`config.mk`:
```
export PLATFORM = sky130hd
export DESIGN_NAME = box_mover
export DESIGN_NICKNAME = d
export VERILOG_FILES = /design/src/rtl/box_mover.sv
export SDC_FILE = /design/constraint.sdc
export NUM_CORES = 1
export LEC_CHECK = 0
export ABC_CLOCK_PERIOD_IN_PS = 2500
export CAP_MARGIN = 20
export CORE_MARGIN = 3
export CORE_UTILIZATION = 45
export CTS_CLUSTER_SIZE = 28
export DETAILED_ROUTE_END_ITERATION = 10
export HOLD_SLACK_MARGIN = 0.1
export PLACE_DENSITY = 0.73
export SKIP_CTS_REPAIR_TIMING = 1
export SYNTH_ARGS = -nofsm -noshare
export SYNTH_HDL_FRONTEND = slang
export SYNTH_SLANG_ARGS = --single-unit
```
`constraint.sdc`:
```
create_clock -name clk_25MHz -period 2.5 [get_ports clk_25MHz]
set_input_delay 0.25 -clock clk_25MHz [delete_from_list [all_inputs] [get_ports clk_25MHz]]
set_output_delay 0.25 -clock clk_25MHz [all_outputs]
set_load 0.005 [all_outputs]
```
`src/rtl/box_mover.sv`:
```
// Bouncing-box position generator: advances a box once per frame, reflects it off
// the visible-area edges and accepts PAUSE/RESUME/STEP/REVERSE commands.
module box_mover #(
   parameter int HD    = 640,
   parameter int VD    = 480,
   parameter int BOX_W = 16,
   parameter int BOX_H = 10,
   parameter int STEP  = 1
) (
   input  logic       clk_25MHz,
   input  logic       reset,
   input  logic       frame_tick,
   input  logic       cmd_valid,
   input  logic [1:0] cmd_data,
   output logic       cmd_ready,
   output logic [9:0] pos_x,
   output logic [9:0] pos_y,
   output logic       dir_x,
   output logic       dir_y,
   output logic       bounce,
   output logic [7:0] bounce_count,
   output logic       running
);

   localparam logic [1:0] ST_RUN        = 2'd0;
   localparam logic [1:0] ST_PAUSED     = 2'd1;
   localparam logic [1:0] ST_STEP_ARMED = 2'd2;

   localparam logic [1:0] CMD_PAUSE   = 2'd0;
   localparam logic [1:0] CMD_RESUME  = 2'd1;
   localparam logic [1:0] CMD_STEP    = 2'd2;
   localparam logic [1:0] CMD_REVERSE = 2'd3;

   localparam logic [10:0] XMAX   = 11'(HD - 1 - BOX_W);
   localparam logic [10:0] YMAX   = 11'(VD - 1 - BOX_H);
   localparam logic [10:0] STEP_W = 11'(STEP);

   logic [1:0]       state_q, state_d;
   logic             pending_q, pending_d;
   logic [1:0][9:0]  pos_q, pos_d, pos_upd;
   logic [1:0]       dir_q, dir_d, flip;
   logic             bounce_q, bounce_d;
   logic [7:0]       count_q, count_d;

   // Index 0 is the X axis, index 1 the Y axis; both follow the same clamp-and-reflect rule.
   genvar gi;
   generate
      for (gi = 0; gi < 2; gi++) begin : g_axis
         localparam logic [10:0] LIMIT = (gi == 0) ? XMAX : YMAX;
         logic [10:0] cur;
         logic [10:0] sum;
         logic [9:0]  upd;
         logic        flp;

         assign cur = {1'b0, pos_q[gi]};
         assign sum = cur + STEP_W;

         always_comb begin
            upd = pos_q[gi];
            flp = 1'b0;
            if (dir_q[gi]) begin
               if (sum >= LIMIT) begin
                  upd = LIMIT[9:0];
                  flp = 1'b1;
               end else begin
                  upd = sum[9:0];
               end
            end else begin
               if (cur <= STEP_W) begin
                  upd = 10'd0;
                  flp = 1'b1;
               end else begin
                  upd = 10'(cur - STEP_W);
               end
            end
         end

         assign pos_upd[gi] = upd;
         assign flip[gi]    = flp;
      end
   endgenerate

   always_comb begin
      state_d   = state_q;
      pending_d = pending_q;
      pos_d     = pos_q;
      dir_d     = dir_q;
      bounce_d  = 1'b0;
      count_d   = count_q;
      if (pending_q) begin
         // Update cycle: commands are held off by cmd_ready, a tick here is ignored.
         pending_d = 1'b0;
         pos_d     = pos_upd;
         dir_d     = dir_q ^ flip;
         bounce_d  = |flip;
         if ((|flip) && (count_q != 8'hFF)) begin
            count_d = count_q + 8'd1;
         end
         if (state_q == ST_STEP_ARMED) begin
            state_d = ST_PAUSED;
         end
      end else begin
         if (frame_tick && (state_q != ST_PAUSED)) begin
            pending_d = 1'b1;
         end
         if (cmd_valid) begin
            case (cmd_data)
               CMD_PAUSE:   state_d = ST_PAUSED;
               CMD_RESUME:  state_d = ST_RUN;
               CMD_STEP:    if (state_q == ST_PAUSED) state_d = ST_STEP_ARMED;
               CMD_REVERSE: dir_d = ~dir_q;
               default:     state_d = state_q;
            endcase
         end
      end
   end

   always_ff @(posedge clk_25MHz) begin
      if (reset) begin
         state_q   <= ST_RUN;
         pending_q <= 1'b0;
         pos_q[0]  <= 10'd100;
         pos_q[1]  <= 10'd150;
         dir_q     <= 2'b11;
         bounce_q  <= 1'b0;
         count_q   <= 8'd0;
      end else begin
         state_q   <= state_d;
         pending_q <= pending_d;
         pos_q     <= pos_d;
         dir_q     <= dir_d;
         bounce_q  <= bounce_d;
         count_q   <= count_d;
      end
   end

   assign cmd_ready    = ~pending_q;
   assign pos_x        = pos_q[0];
   assign pos_y        = pos_q[1];
   assign dir_x        = dir_q[0];
   assign dir_y        = dir_q[1];
   assign bounce       = bounce_q;
   assign bounce_count = count_q;
   assign running      = (state_q == ST_RUN);

endmodule

```
== Word level (Yosys, flattened, before mapping) ==
Cells that the tools add are included.

* Flip-flop bits (word level): 34
* Input bits: 6
* Output and inout bits: 33
* Word-level logic and storage cells: 62

* $add $sub $neg: 5
* Magnitude comparators: 4
* Equal/unequal tests: 9
* Muxes and demuxes: 21
* Bitwise operators: 3
* Reductions and logical operators: 13

{| class="wikitable"
|+ Operators with widths
! kind !! count
|-
| 2-to-1 mux 10 bit || 6
|-
| adder 10 x 1 -> 11 bit (second input constant) || 2
|-
| <= comparator 10 x 1 -> 1 bit (second input constant) || 2
|-
| subtractor 10 x 1 -> 10 bit (second input constant) || 2
|-
| 2-to-1 mux 2 bit || 7
|-
| >= comparator 11 x 10 -> 1 bit (second input constant) || 1
|-
| >= comparator 11 x 9 -> 1 bit (second input constant) || 1
|-
| adder 8 x 1 -> 8 bit (second input constant) || 1
|-
| != test 8 bit (second input constant) || 1
|-
| 2-to-1 mux 1 bit || 7
|-
| equality test 2 bit (second input constant) || 3
|-
| case mux 2 bit (3 select lines) || 1
|-
| OR reduction 2 bit || 3
|-
| equality test 2 x 1 -> 1 bit (second input constant) || 2
|-
| zero test 2 bit || 2
|-
| != test 2 x 1 -> 1 bit (second input constant) || 2
|-
| AND reduction 2 bit || 2
|-
| AND reduction 4 bit || 1
|-
| nonzero test 2 bit || 2
|-
| nonzero test 4 bit || 1
|-
| != test 3 bit (second input constant) || 1
|-
| logical AND 1 bit || 2
|-
| NOT 2 bit || 1
|-
| bitwise XOR 2 bit || 1
|-
| NOT 1 bit || 1
|}

== Depth between registers and ports, before layout ==
Gate-level depths: netlist (run 1).

* Depth in word-level cells: 7
* Gate-level depth with buffers: 11
* Depth with buffers taken out: 9

== Worst setup path before layout (run 1) ==
No wires, ideal clock.

* Kind: reg-to-reg
* Start point: register pos_q, in the netlist pos_y[0]
* End point: register count_q[2], in the netlist bounce_count[2]
* Data arrival time: 2.599 ns
* Required time: 2.377 ns
* Slack: -0.222 ns
* Cell stages (with the launch flop): 12
* Buffers on the path: 2
* Cells stage by stage: dfxtp_1 > buf_2 > inv_1 > ha_1 > or3b_1 > a221oi_1 > o221ai_1 > a31oi_1 > buf_2 > o221ai_2 > nand3_1 > mux2_1

* Cells in the longest elaborated chain, start to end: 7
* Elaborated cells between the ends (all ways): 9
* Classes of those cells: add/sub: 1; order compare: 2; mux: 3; reduce/logical: 3

{| class="wikitable"
|+ RTL lines
! what !! RTL line !! source
|-
| start, declared || 40 || <nowiki>logic [1:0][9:0] pos_q, pos_d, pos_upd;</nowiki>
|-
| start signal, assigned || 130 || <nowiki>pos_q <= pos_d;</nowiki>
|-
| adder 10 x 1 -> 11 bit || 56 || <nowiki>assign sum = cur + STEP_W;</nowiki>
|-
| >= comparator 11 x 9 -> 1 bit || 62 || <nowiki>if (sum >= LIMIT) begin</nowiki>
|-
| 2-to-1 mux 1 bit || 62 ||
|-
| 2-to-1 mux 1 bit * || 61 || <nowiki>if (dir_q[gi]) begin</nowiki>
|-
| OR reduction 2 bit * || 96 || <nowiki>if ((|flip) && (count_q != 8'hFF)) begin</nowiki>
|-
| logical AND 1 bit * || 96 ||
|-
| AND reduction 2 bit (no line) * || - ||
|-
| end signal, assigned || 133 || <nowiki>count_q <= count_d;</nowiki>
|-
| end, declared || 43 || <nowiki>logic [7:0] count_q, count_d;</nowiki>
|}

Mark *: on every way between the ends. The rest lies on a longest branch, timed or not.
A chain may end at the register's enable or synchronous reset.

== Worst setup path in the final report (run 1) ==
* Start point: register pos_q, in the netlist pos_y[1]
* End point: register count_q[2], in the netlist bounce_count[2]

Same word-level chain as after synthesis.

==> summary.log, run 1 <==
INFO  critical_path  worst_path_most_repeated_cell=sky130_fd_sc_hd__o221ai_2
INFO  synthesis      async_reset_ff_frac=0
INFO  hold_path      min_delay_path_depth=2
INFO  route          dr.pass1.iters=5
INFO  sta            slew_violations=0
INFO  synthesis      synth-edff-count=0
INFO  grt            grt_pass1_vias=3156
INFO  synthesis      yosys_warnings=0
INFO  grt            groute.usage.overall=0.248
INFO  placed_design  place.port_buffers=38
INFO  synthesis      synth.top_cells.by_count=sky130_fd_sc_hd__nor2_1, sky130_fd_sc_hd__dfxtp_1, sky130_fd_sc_hd__a21oi_1
INFO  die            num_rows=28
INFO  grt            grt_max_degree=31
INFO  power          max-vdd-ir-drop=0.000415V
INFO  route          num_vias=3322
INFO  sta            worst_slew_pin_slew=0.660ns
INFO  route          route.detailed.vias_per_inst=6.27
INFO  die            die_height=84.7um
INFO  finish         stdcell_area=3780squm
INFO  finish         num_antenna_cells=0
INFO  synthesis      yosysTopAreaCellShare=0.244
INFO  sta            slew-limit-headroom=0.560
INFO  finish         num-fill-cells=539
INFO  die            floorplan.initialDensity=0.468
INFO  critical_path  required=2.67ns
INFO  synthesis      ys.flop_type=sky130_fd_sc_hd__dfxtp_1
INFO  clock_network  tritoncts_sink_count=34
INFO  flow_run       cap_violations=0
INFO  hold_path      hold_path_class=flip-flop to flip-flop
INFO  synthesis      synth_cell_type_count=65
INFO  finish         layoutNonFillerInstCount=530
INFO  die            coreArea=5960squm
INFO  synthesis      yosys.area.top_type=sky130_fd_sc_hd__dfxtp_1
INFO  critical_path  worstSetupEndpointType=flip-flop
INFO  critical_path  cp.depth=10
INFO  critical_path  cp_num_buf_inv=2
INFO  grt            antenna_violations_before_repair=0
INFO  power          leak_pwr=1.38nW
INFO  placed_design  gp_congestion=0.979
INFO  clock_network  tritoncts=done
INFO  route          drt.antenna.violating_nets=0
INFO  clock_network  clock_tree.buffer_depth=2
INFO  synthesis      netlist_area=2790squm
INFO  die            die_x=84.7um
INFO  critical_path  worstSetupStartpointType=flip-flop
INFO  placed_design  placed_cell_area=3550squm
INFO  critical_path  cp_cell_sequence=inv_2 -> ha_4 -> or3b_1 -> a221oi_2 -> o221ai_2 -> a31oi_2 -> buf_4 -> o221ai_2 -> nand3_1 -> mux2_1
INFO  synthesis      ys_ff_latch=34
INFO  power          pwr_density_cell=417nW/um^2
INFO  critical_path  path_class=flip-flop to flip-flop
INFO  route          wire_per_inst=17.0um
INFO  route          drc=0
INFO  grt            first_pass_grt_wire_length=14.9mm
INFO  sta            timing.clock.skew=0.00680ns
INFO  critical_path  worst-endpoint-arrival=2.61ns
INFO  synthesis      synthesis.nets=399
INFO  synthesis      synth_area_per_cell=7.32squm
INFO  clock_network  cts_buffers=5
INFO  critical_path  cp_top_family=compound AO/OA/AOI/OAI gates
INFO  grt            gr_ovfl_total=0
INFO  sta            timing.fmax=0.410GHz
INFO  route          aggregate_routed_wire_length=9.00mm
INFO  critical_path  critPathMaxFanout=7
INFO  critical_path  crit_slowest_cell=sky130_fd_sc_hd__or3b_1
INFO  synthesis      postSynthCellCount=381
INFO  clock_network  clock_latency=0.29ns
INFO  die            boundaryPins=39
INFO  route          initialDrtViolationCount=285
INFO  sta            fin_crit=2.44ns
INFO  sta            timing.final.setup_violations=0
INFO  sta            hold_viol=0
INFO  finish         drive_gt1_frac=0.242
INFO  critical_path  reg2reg_depth=10
INFO  clock_network  cts_root_buffer=sky130_fd_sc_hd__clkbuf_8
INFO  clock_network  depth_of_the_cts_h_tree=2
INFO  sta            timing.final.crit_share=0.976
INFO  finish         nets=473
INFO  placed_design  dp_cells=518
INFO  sta            holdWs=0.508ns
INFO  synthesis      ys_seq_area_frac=0.244
INFO  outcome        run_status=completed
INFO  placed_design  detailed_place_hpwl=6.46mm
INFO  die            die_area=7180squm
INFO  clock_network  clk_pin_slew=0.07ns
INFO  critical_path  delay_of_the_slowest_critical_path_stage=0.37ns
INFO  finish         syn2layout_area_growth=35.4%
INFO  synthesis      synth_top_cells_by_area=sky130_fd_sc_hd__dfxtp_1, sky130_fd_sc_hd__a21oi_1, sky130_fd_sc_hd__ha_1
INFO  synthesis      yosys.cell_count.top_type=sky130_fd_sc_hd__nor2_1
INFO  finish         finalCoreUtilization=0.634
==> worst reg2reg max path: cells and delay by family, from the launching register on <==
family                     cells  cell delay (ns)
adders and majority gates      1             0.23
muxes                          1             0.32
buffers and inverters          2             0.24
AOI/OAI and AO/OA              4             0.72
DFF                            1             0.35
and+or+nand+nor                2             0.47
==> power by group <==
group          total [mW]  switching, mW  internal (mW)
clock network       0.531          0.212          0.319
registers           0.607         0.0413          0.565
logic               0.437          0.228          0.209
total                1.58          0.481           1.09
==> stage by stage <==
step | power (mW) | setup TNS, ns | worst slack (ns)
2_1_floorplan | 0.846 | 0 | 0.00398
3_3_place_gp | 1.01 | 0 | 0.00192
3_5_place_dp | 1.02 | -0.287 | -0.0717
4_1_cts | 1.55 | -0.358 | -0.0841
5_1_grt | 1.64 | -0.000985 | -0.000985
6_report | 1.58 | 0 | 0.0608
==> flip-flops by register name (all words and copies together), names as in the netlist <==
signal        flops
bounce_count      8
pos_x            10
dir_q             2
pos_y            10
bounce            1
pending_q         1
state_q           2
==> layout by cell type (no fill, tap or decap), types with 8 or more instances in the layout <==
cell type and n:
sky130_fd_sc_hd__buf_4 65, sky130_fd_sc_hd__ha_1 9, sky130_fd_sc_hd__clkdlybuf4s50_1 38, sky130_fd_sc_hd__inv_1 16, sky130_fd_sc_hd__a21oi_1 32, sky130_fd_sc_hd__a31oi_1 8
sky130_fd_sc_hd__nand3_1 22, sky130_fd_sc_hd__o21ai_0 23, sky130_fd_sc_hd__nor2_1 39, sky130_fd_sc_hd__dfxtp_1 27, sky130_fd_sc_hd__nand2_1 29
==> cell type report <==
cell class | count | area (sq um) | share of cell area
Timing Repair Buffer | 103 | 868 | 0.230
Inverter | 20 | 75.1 | 0.0199
Sequential cell | 34 | 689 | 0.182
Clock inverter | 1 | 30.0 | 0.00795
Multi-Input combinational cell | 291 | 1940 | 0.513
Clock buffer | 6 | 82.6 | 0.0219
Tap cell | 75 | 93.8 | 0.0248
==> worst paths after layout <==
path	start	to	slack, ns
hold reg to reg	bounce_count[7]$_SDFFE_PP0P_	bounce_count[7]$_SDFFE_PP0P_	0.51
setup / recovery	pos_y[1]$_SDFFE_PP1P_	bounce_count[2]$_SDFFE_PP0P_	0.06
hold / removal	bounce_count[7]$_SDFFE_PP0P_	bounce_count[7]$_SDFFE_PP0P_	0.51
setup reg to reg	pos_y[1]$_SDFFE_PP1P_	bounce_count[2]$_SDFFE_PP0P_	0.06
==> layer usage <==
layer,global-route usage,wire [um],vias up
met4,0.0662,154,0
li1,-,-,1564
met1,0.331,3920,1591
met2,0.416,4370,149
met5,0,0,-
met3,0.0393,558,18
==> kinds of logic (layout without fill, tap and decap cells) <==
| kind of cell | count (synthesis) | in the layout | share of synthesized area |
|---|---|---|---|
| AND/OR/NAND/NOR | 145 | 145 | 0.277 |
| flip-flops | 34 | 34 | 0.244 |
| adder cells (fa/ha/maj) | 12 | 12 | 0.0538 |
| XOR/XNOR | 10 | 10 | 0.0314 |
| multiplexers | 4 | 4 | 0.0157 |
| AO/OA/AOI/OAI | 120 | 120 | 0.286 |
| buffers and inverters | 56 | 130 | 0.0919 |
Power figures use the tool's default switching activity.
==> run 2: changes to the inputs <==
--- a/config.mk
+++ b/config.mk
@@ -5,6 +5,7 @@
 export SDC_FILE = /design/constraint.sdc
 export NUM_CORES = 1
 export LEC_CHECK = 0
+export ABC_AREA = 1
 export ABC_CLOCK_PERIOD_IN_PS = 2500
 export CAP_MARGIN = 20
 export CORE_MARGIN = 3
@@ -12,7 +13,7 @@
 export CTS_CLUSTER_SIZE = 28
 export DETAILED_ROUTE_END_ITERATION = 10
 export HOLD_SLACK_MARGIN = 0.1
-export PLACE_DENSITY = 0.73
+export PLACE_DENSITY = 0.74
 export SKIP_CTS_REPAIR_TIMING = 1
 export SYNTH_ARGS = -nofsm -noshare
 export SYNTH_HDL_FRONTEND = slang
==> run 2 against run 1 <==
Net effect: synthesized area shrank 7.9%; final area shrank 18%; final cell count shrank 5.5%; first-iteration DRC count grew 6.0%; largest cell class unchanged; power shrank 14%; core utilization shrank 4.7 points; synthesized cell count grew 2.9%; critical endpoint is now bounce_count[3]$_SDFFE_PP0P_; critical path type unchanged.
==> summary.log, run 2 <==
INFO  synthesis      ys_ff_latch=34
INFO  route          route.detailed.vias_per_inst=5.53
INFO  critical_path  required=2.71ns
INFO  synthesis      postSynthCellCount=392
INFO  sta            hold_viol=0
INFO  outcome        run_status=completed
INFO  hold_path      holdCritStartpoint=frame_tick
INFO  route          wire_per_inst=13.1um
INFO  sta            setup_repair_after_global_routing_missed_its_margin=false
INFO  power          pwr_density_cell=433nW/um^2
INFO  die            boundaryPins=39
INFO  critical_path  worstSetupEndpointType=flip-flop
INFO  hold_path      hold_path_end=pending_q$_SDFF_PP0_
INFO  critical_path  worst_path_most_repeated_cell=sky130_fd_sc_hd__nand2_4
INFO  sta            setup_slack=0.319ns
INFO  grt            gr_ovfl_total=0
INFO  finish         num-fill-cells=546
INFO  sta            timing.clock.skew=0.00874ns
INFO  grt            antenna_violations_before_repair=0
INFO  sta            slew-limit-headroom=0.600
INFO  finish         nets=448
INFO  critical_path  critPathMaxFanout=10
INFO  finish         commonest_non_fill_non_tap_cells_in_the_layout=sky130_fd_sc_hd__nand2_1, sky130_fd_sc_hd__inv_1, sky130_fd_sc_hd__clkdlybuf4s50_1
INFO  hold_path      hold_path_class=input pin to flip-flop
INFO  finish         syn2layout_area_growth=21.3%
INFO  hold_path      min_delay_path_depth=3
INFO  flow_run       cap_violations=0
INFO  critical_path  delay_of_the_slowest_critical_path_stage=0.45ns
INFO  grt            groute.usage.overall=0.213
INFO  placed_design  placement.setup.worst_slack=0.347ns
INFO  finish         layoutNonFillerInstCount=501
INFO  clock_network  cts_root_buffer=sky130_fd_sc_hd__clkbuf_8
INFO  clock_network  tritoncts_sink_count=34
INFO  route          num_vias=2770
INFO  critical_path  crit_slowest_cell=sky130_fd_sc_hd__dfxtp_1
INFO  grt            grt_max_degree=19
INFO  route          initialDrtViolationCount=302
INFO  clock_network  cts_buffers=5
INFO  synthesis      synth_cell_type_count=36
INFO  synthesis      yosys_warnings=0
INFO  critical_path  path_class=flip-flop to flip-flop
INFO  sta            tns=0ns
INFO  sta            slew_violations=0
INFO  grt            first_pass_grt_wire_length=11.2mm
INFO  synthesis      async_reset_ff_frac=0
INFO  die            die_area=6650squm
INFO  route          dr.pass1.iters=5
INFO  clock_network  clock_tree.buffer_depth=2
INFO  route          drc=0
INFO  synthesis      synth_area_per_cell=6.56squm
INFO  synthesis      ys.flop_type=sky130_fd_sc_hd__dfxtp_1
INFO  synthesis      ys_seq_area_frac=0.265
INFO  critical_path  cp_top_family=simple AND/OR/NAND/NOR gates
INFO  synthesis      yosys.area.top_type=sky130_fd_sc_hd__dfxtp_1
INFO  synthesis      synth.top_cells.by_count=sky130_fd_sc_hd__nand2_1, sky130_fd_sc_hd__inv_1, sky130_fd_sc_hd__nand3_1
INFO  synthesis      synthesis.nets=410
INFO  sta            timing.fmax=0.458GHz
INFO  synthesis      yosys.cell_count.top_type=sky130_fd_sc_hd__nand2_1
INFO  critical_path  reg2reg_slack=0.32ns
INFO  finish         drive_gt1_frac=0.0835
INFO  die            floorplan.initialDensity=0.485
INFO  clock_network  tritoncts=done
INFO  critical_path  cp_cell_sequence=inv_1 -> ha_1 -> a21oi_1 -> nor2_1 -> nand2_1 -> nand2_1 -> nand2_1 -> nand2_2 -> nand2_4 -> nand2_4 -> nand2_4 -> nand2_4 -> nand2_4 -> nand2_1 -> a21oi_1
INFO  die            coreArea=5300squm
INFO  critical_path  reg2reg_depth=15
INFO  finish         stdcell_area=3120squm
INFO  critical_path  r2r_start=pos_x[0]$_SDFFE_PP0P_
INFO  critical_path  worst-endpoint-arrival=2.40ns
INFO  synthesis      synth-edff-count=0
INFO  critical_path  cp_num_buf_inv=1
INFO  die            die_x=81.6um
INFO  finish         num_antenna_cells=0
INFO  placed_design  dp_cells=493
INFO  synthesis      yosysTopAreaCellShare=0.265
INFO  clock_network  depth_of_the_cts_h_tree=2
INFO  route          drt.antenna.violating_nets=0
INFO  sta            fin_crit=2.18ns
INFO  sta            timing.final.setup_violations=0
INFO  placed_design  detailed_place_hpwl=4.89mm
INFO  finish         finalCoreUtilization=0.588
INFO  placed_design  place.port_buffers=38
INFO  route          aggregate_routed_wire_length=6.58mm
INFO  finish         layout.cells.most_common=sky130_fd_sc_hd__nand2_1
INFO  synthesis      netlist_area=2570squm
INFO  placed_design  placed_cell_area=3010squm
INFO  clock_network  clk_pin_slew=0.07ns
INFO  critical_path  worstSetupStartpointType=flip-flop
INFO  placed_design  gp_congestion=0.985
INFO  sta            worst_slew_pin_slew=0.599ns
INFO  die            num_rows=26
INFO  grt            grt_pass1_vias=2502
INFO  clock_network  clock_latency=0.29ns
INFO  sta            timing.final.crit_share=0.873
INFO  synthesis      synth_top_cells_by_area=sky130_fd_sc_hd__dfxtp_1, sky130_fd_sc_hd__nand2_1, sky130_fd_sc_hd__nand3_1
INFO  power          max-vdd-ir-drop=0.000374V
INFO  power          leak_pwr=1.37nW
INFO  critical_path  rr_endpoint=bounce_count[3]$_SDFFE_PP0P_
INFO  die            die_height=81.6um
==> run 2: how the worst max path moves through the flow <==
stage / startpoint / to / slack [ns] / cells past startpoint
6_report: pos_x[0]$_SDFFE_PP0P_ / bounce_count[3]$_SDFFE_PP0P_ / 0.32 / 15
5_1_grt: pos_y[1]$_SDFFE_PP1P_ / pos_y[8]$_SDFFE_PP0P_ / 0.02 / 14
4_1_cts: pos_x[0]$_SDFFE_PP0P_ / bounce_count[3]$_SDFFE_PP0P_ / 0.30 / 15
3_5_place_dp: pos_x[0]$_SDFFE_PP0P_ / bounce_count[3]$_SDFFE_PP0P_ / 0.35 / 15
3_3_place_gp: pos_x[0]$_SDFFE_PP0P_ / pos_x[2]$_SDFFE_PP1P_ / 0.37 / 12
2_1_floorplan: pos_y[0]$_SDFFE_PP0P_ / bounce_count[2]$_SDFFE_PP0P_ / 0.56 / 16
==> run 2: per-layer routing <==
metal | global-route usage | wire (um)
met4 | 0.0631 | 104
met1 | 0.300 | 3090
met3 | 0.0340 | 514
met2 | 0.336 | 2870
met5 | 0 | 0
==> run 2: worst register-to-register path, cell delays in order, from the launching register on <==
cell	delay, ns
sky130_fd_sc_hd__dfxtp_1	0.45
sky130_fd_sc_hd__inv_1	0.15
sky130_fd_sc_hd__ha_1	0.35
sky130_fd_sc_hd__a21oi_1	0.18
sky130_fd_sc_hd__nor2_1	0.05
sky130_fd_sc_hd__nand2_1	0.07
sky130_fd_sc_hd__nand2_1	0.05
sky130_fd_sc_hd__nand2_1	0.07
sky130_fd_sc_hd__nand2_2	0.09
sky130_fd_sc_hd__nand2_4	0.10
sky130_fd_sc_hd__nand2_4	0.07
sky130_fd_sc_hd__nand2_4	0.09
sky130_fd_sc_hd__nand2_4	0.09
sky130_fd_sc_hd__nand2_4	0.10
sky130_fd_sc_hd__nand2_1	0.06
sky130_fd_sc_hd__a21oi_1	0.13
==> run 2: metrics by stage <==
stage	power (mW)	hold WS (ns)
2_1_floorplan	0.766	0.371
3_3_place_gp	0.854	0.494
3_5_place_dp	0.858	0.501
4_1_cts	1.36	0.481
5_1_grt	1.42	0.521
6_report	1.35	0.487
==> run 2: area by class of cell <==
type                    instances  area [sq um]  area share
clock buffers                   7          76.3      0.0245
clock inverters                 1          30.0     0.00963
inverters                      49           184      0.0590
well taps                      70          87.6      0.0281
multi-input cells             299          1660       0.531
flip-flops and latches         34           681       0.218
repair buffers                 41           403       0.129
==> run 2: cell families after synthesis <==
group                    count (synthesis)  synth area share
flip-flops                              34             0.265
buffers and inverters                   59            0.0910
adder cells (fa/ha/maj)                 12            0.0584
AO/OA/AOI/OAI                           75             0.165
AND/OR/NAND/NOR                        190             0.343
XOR/XNOR                                22            0.0779
==> run 2: power by group <==
group / internal, mW / switching (mW)
logic: 0.103 / 0.151
registers: 0.560 / 0.0353
clock network: 0.298 / 0.201
total: 0.962 / 0.387
